<file path="config.mk">
export PLATFORM = sky130hd
export DESIGN_NAME = regfile_wb_arbiter
export DESIGN_NICKNAME = d
export VERILOG_FILES = /design/src/rtl/regfile_pkg.sv /design/src/rtl/wb_rr_arbiter.sv /design/src/rtl/regfile_wb_arbiter.sv
export SDC_FILE = /design/constraint.sdc
export NUM_CORES = 1
export LEC_CHECK = 0
export CAP_MARGIN = 20
export CORE_UTILIZATION = 29
export CTS_BUF_LIST = sky130_fd_sc_hd__clkbuf_16
export DETAILED_ROUTE_END_ITERATION = 16
export GPL_TIMING_DRIVEN = 0
export PLACE_DENSITY = 0.88
export SYNTH_ARGS = -nofsm -noshare
export SYNTH_HDL_FRONTEND = slang
export SYNTH_SLANG_ARGS = --single-unit
</file>
<file path="constraint.sdc">
create_clock -name clk -period 1.55 [get_ports clk]
set_clock_uncertainty 0.05 [all_clocks]
set_input_delay 0.155 -clock clk [delete_from_list [all_inputs] [get_ports clk]]
set_output_delay 0.155 -clock clk [all_outputs]
set_load 0.02 [all_outputs]
</file>
<file path="src/rtl/regfile_pkg.sv">
// Shared register-file definitions: geometry, the zero register, the
// write-back request record and the requester index assignments.
package regfile_pkg;

    localparam int REG_ADDR_W = 5;
    localparam int REG_DATA_W = 32;
    localparam int NUM_REGS   = 32;

    localparam logic [REG_ADDR_W-1:0] ZERO_REG = 5'd0;

    typedef struct packed {
        logic [REG_ADDR_W-1:0] addr;
        logic [REG_DATA_W-1:0] data;
    } wb_req_t;

    // Requester slots on the write-back port
    localparam int WB_ALU    = 0;
    localparam int WB_LOAD   = 1;
    localparam int WB_MULDIV = 2;

endpackage

</file>
<file path="src/rtl/wb_rr_arbiter.sv">
// Write-back grant logic. One-hot grant (or zero) chosen among req while en
// is high and rst is low.
// WB_ROUND_ROBIN_EN defined  : round-robin, ptr names the top-priority slot.
// WB_ROUND_ROBIN_EN undefined: fixed priority, lowest index wins, no ptr.
module wb_rr_arbiter
    import regfile_pkg::*;
#(
    parameter int NUM_REQ = 3
) (
    input  logic               clk,
    input  logic               rst,
    input  logic [NUM_REQ-1:0] req,
    input  logic               en,
    output logic [NUM_REQ-1:0] grant
);

`ifdef WB_ROUND_ROBIN_EN

    localparam int PTR_W = $clog2(NUM_REQ);
    localparam logic [PTR_W:0]   N_EXT = (PTR_W+1)'(NUM_REQ);
    localparam logic [PTR_W-1:0] LAST  = PTR_W'(NUM_REQ - 1);

    logic [PTR_W-1:0] ptr;
    logic [PTR_W-1:0] ptr_next;

    // Search ptr, ptr+1, ... with wrap; first asserted request wins
    always_comb begin
        logic             found;
        logic [PTR_W:0]   sum;
        logic [PTR_W-1:0] idx;
        // NOTE: every variable gets a default before any branch so no path
        // leaves it unassigned; otherwise a latch is inferred.
        grant    = '0;
        ptr_next = ptr;
        found    = 1'b0;
        sum      = '0;
        idx      = '0;
        if (en && !rst) begin
            for (int k = 0; k < NUM_REQ; k++) begin
                sum = {1'b0, ptr} + (PTR_W+1)'(k);
                if (sum >= N_EXT) begin
                    sum = sum - N_EXT;
                end
                idx = sum[PTR_W-1:0];
                if (!found && req[idx]) begin
                    found      = 1'b1;
                    grant[idx] = 1'b1;
                    ptr_next   = (idx == LAST) ? '0 : idx + 1'b1;
                end
            end
        end
    end

    // Priority pointer advances past the winner; holds when nothing granted
    always_ff @(posedge clk) begin
        // NOTE: clocked state uses non-blocking assignments so every flop
        // samples pre-edge values regardless of block evaluation order.
        if (rst) begin
            ptr <= '0;
        end else begin
            ptr <= ptr_next;
        end
    end

`else

    // Fixed priority: the lowest asserted index wins
    always_comb begin
        logic found;
        grant = '0;
        found = 1'b0;
        if (en && !rst) begin
            for (int k = 0; k < NUM_REQ; k++) begin
                if (!found && req[k]) begin
                    found    = 1'b1;
                    grant[k] = 1'b1;
                end
            end
        end
    end

    // No pointer state in this build; the clock is intentionally unused
    logic unused_clk;
    assign unused_clk = clk;

`endif

endmodule

</file>
<file path="src/rtl/regfile_wb_arbiter.sv">
// Write-back arbiter and sequencer for the register file's single write
// port. Accepts at most one requester per cycle, registers it, and drives
// rf_we/rf_waddr/rf_wdata one cycle later. Writes to the zero register are
// consumed without asserting rf_we.
// Optional feature macro: WB_ROUND_ROBIN_EN (round-robin instead of fixed
// priority arbitration).
module regfile_wb_arbiter
    import regfile_pkg::*;
#(
    parameter int NUM_REQ = 3,
    parameter int DATA_W  = REG_DATA_W,
    parameter int ADDR_W  = REG_ADDR_W
) (
    input  logic                      clk,
    input  logic                      rst,
    input  logic                      hold,
    input  logic [NUM_REQ-1:0]        req_valid,
    output logic [NUM_REQ-1:0]        req_ready,
    input  logic [NUM_REQ*ADDR_W-1:0] req_addr,
    input  logic [NUM_REQ*DATA_W-1:0] req_data,
    output logic                      rf_we,
    output logic [ADDR_W-1:0]         rf_waddr,
    output logic [DATA_W-1:0]         rf_wdata,
    output logic                      busy
);

    logic [NUM_REQ-1:0] grant;
    logic               en;
    logic               transfer;
    logic [ADDR_W-1:0]  sel_addr;
    logic [DATA_W-1:0]  sel_data;
    logic               we_q;

    assign en = ~hold;

    wb_rr_arbiter #(
        .NUM_REQ (NUM_REQ)
    ) u_arb (
        .clk   (clk),
        .rst   (rst),
        .req   (req_valid),
        .en    (en),
        .grant (grant)
    );

    assign req_ready = grant;
    assign transfer  = |grant;

    // Route the granted requester's address and data to the output stage
    always_comb begin
        sel_addr = '0;
        sel_data = '0;
        for (int i = 0; i < NUM_REQ; i++) begin
            if (grant[i]) begin
                sel_addr = req_addr[i*ADDR_W +: ADDR_W];
                sel_data = req_data[i*DATA_W +: DATA_W];
            end
        end
    end

    // Output register: capture on a transfer, otherwise drop the enable
    always_ff @(posedge clk) begin
        if (rst) begin
            we_q     <= 1'b0;
            rf_waddr <= '0;
            rf_wdata <= '0;
        end else if (transfer) begin
            we_q     <= (sel_addr != ADDR_W'(ZERO_REG));
            rf_waddr <= sel_addr;
            rf_wdata <= sel_data;
        end else begin
            we_q     <= 1'b0;
        end
    end

    // A reset arriving while a write sits in the output stage discards it
    // before the register file can capture it at the next edge.
    assign rf_we = we_q & ~rst;

    assign busy = rf_we | (|req_valid);

endmodule

</file>
==> flow_summary.yaml <==
global_route:
  grt_pass1_vias: 1993
  grt_pass1_wl_um: 8970
  antenna_found_initial: 0
  grt_max_degree: 13
  grt_remaining_overflow: 0
  grtUsageTotal_pct: 21.06
placed_design:
  gp_congestion: 0.7488
  place_area_mm2: 0.003243
  io_buffer_count: 158
  place_hpwl_um: 4807
cts:
  root_buffer: "clkbuf_16"
  cts-htree-levels: 2
  cts.clk_slew.worst_paths_ps: 60
  cts_buffer_depth: 2
  cts_tree: "done"
  cts_buffers: 5
  clock_sinks: 38
  clkLatencyLatePin_ps: 270
synthesis:
  syn_area_mm2: 0.001574
  yosys.area.top_type_share_pct: 48.33
  synthCells: 175
  synth_edf_count: 0
  avgSynthCellArea_um2: 8.994
  ys_top_cells_by_area: "dfxtp_1 48%, a222oi_1 24%, nand2_1 18%"
  ys_types: 16
  syn-num-nets: 292
  async_flop_share_pct: 0
  yosysTopAreaCell: "dfxtp_1"
  yosys_warnings: 0
  yosysMostFrequentCell: "nand2_1"
  synthFlopType: "dfxtp_1"
  synthTopCellsByCount: "74 x nand2_1, 38 x dfxtp_1, 37 x a222oi_1, 13 x buf_2, 2 x buf_6"
  yosysSeqAreaShare_pct: 48.33
  synth_seq_cells: 38
final_layout:
  finalInstanceArea_mm2: 0.003487
  register_area_um2: 760.7
  syn_to_final_growth_pct: 121.5
  fin_nets: 460
  multi_input_area_um2: 757.0
  fillers: 425
  antenna_cells: 0
  drive_gt1_share_pct: 10.47
sta:
  fin_crit_ps: 1443
  timing.fmax_mhz: 692.8
  maxSlewHeadroom_pct: 73.08
  worst_pin_slew_ps: 403.9
  finalCritPeriodShare_pct: 93.12
  finalMaxSlewViolations: 0
  hold_ws_ps: 293.4
  finalSetupViolCount: 0
  hold_violations: 0
  grt_setup_unrepaired: "no"
min_path:
  hold_class: "primary input to flop"
  worst_hold_path.endpoint: "rf_wdata[14]"
  hold_path_startpoint: "rst"
  hold_depth: 4
detailed_routing:
  ant_nets: 0
  vias: 2099
  viasPerCell: 5.070
  drt_iter0_markers: 187
  dr.pass1.iters: 8
  wire_per_inst_um: 14.99
  drc_errors: 0
  wl_um: 6207
floorplanning:
  core_area_mm2: 0.005172
  die_w_um: 75.67
  rows: 26
  die-area_mm2: 0.005726
  initial_core_util_pct: 30.43
  top_level_ports: 159
  die_h_um: 75.67
critical_path:
  critPathRequiredTime_ps: 1340
  ff2ff_path_depth: 2
  criticalPathCategory: "primary input to primary output"
  r2r-start: "rf_waddr[3]"
  r2r_setup_slack_ps: 950
  r2r-end: "rf_waddr[3]"
  cp-end-kind: "primary output"
  cp.arrival_ps: 1240
  cp-start-kind: "primary input"
  crit_fanout: 10
power:
  power.total_mw: 3.100
  pwr_density_cell_mw_per_mm2: 889.0
  vdd_drop_max_uv: 568.4
  p_leak_nw: 1.482
status:
  outcome: "completed"
job:
  drv_cap: 0
==> worst max-delay path: stages <==
cell,delay (ps)
clkdlybuf4s50_1,500
and2_4,160
buf_6,140
buf_8,140
buf_4,140
==> cell type report <==
| cell class | count | share of cell area (%) |
|---|---|---|
| clock buffer | 5 | 3.588 |
| timing repair buffer | 161 | 45.39 |
| tap | 70 | 2.512 |
| buffer | 15 | 3.158 |
| multi-input combinational | 122 | 21.71 |
| clock inverter | 3 | 1.830 |
| sequential | 38 | 21.82 |
==> through the flow <==
step                instances  TNS [ps]  util (%)  worst slack [ps]
global placement          403    -15780     62.70            -813.6
finish                    414         0     67.42             106.6
floorplan                 175         0         -             343.7
detailed placement        403    -16850     62.70            -845.6
CTS                       412         0     67.37            0.2506
global route              414         0     67.42             14.82
==> kinds of logic (layout without fill, tap and decap cells) <==
kind of cell           after synthesis  in the layout  share of synthesized area, %
AND/OR/NAND/NOR                     85             85                         22.58
flip-flops                          38             38                         48.33
AO/OA/AOI/OAI                       37             37                         23.53
buffers and inverters               15            184                         5.564
==> cells in the final DEF (no fill, tap or decap), types with 2 or more instances in the layout <==
cell	instances
dfxtp_1	38
bufinv_16	2
clkbuf_16	5
buf_6	2
buf_2	10
buf_4	7
clkdlybuf4s50_1	149
clkbuf_4	2
dlygate4sd2_1	2
nand2_1	74
a222oi_1	37
==> power by group <==
part | switching (mW) | internal (mW)
Sequential | 0.0350 | 1.05
Combinational | 0.272 | 0.449
Clock | 0.375 | 0.916
Total | 0.682 | 2.42
==> timing repair <==
action / 4_1_cts / 5_1_grt
gates cloned: 0 / 0
gates resized for setup: 31 / 10
setup buffers: 1 / 2
hold buffers: 0 / 0
pin swaps: 2 / 3
setup endpoints to repair: 40 / 9
==> layer usage <==
layer  up-vias  track usage [%]  share of wire (%)
li1       1009                -                  -
met1       988            23.64                 37
met2        96            37.90                 54
met3         6            7.143                7.4
met4         0            5.967                1.0
met5         -                0                  0
==> flip-flops by register name, indices dropped and copies added, names as in the netlist <==
register,cells
rf_waddr,5
rf_wdata,32
we_q,1
==> worst max path at each step <==
stage	cells after the start	startpoint	slack, ps	to
after floorplan	5	req_valid[0]	340	we_q
after global placement	5	rst	-810	req_ready[1]
after detailed placement	5	rst	-850	req_ready[1]
after CTS	5	rst	0.3	req_ready[1]
after global routing	7	req_valid[2]	10	rf_wdata[25]
final	5	req_valid[2]	110	req_ready[2]
Note: power is estimated with default switching activity, not from simulation.
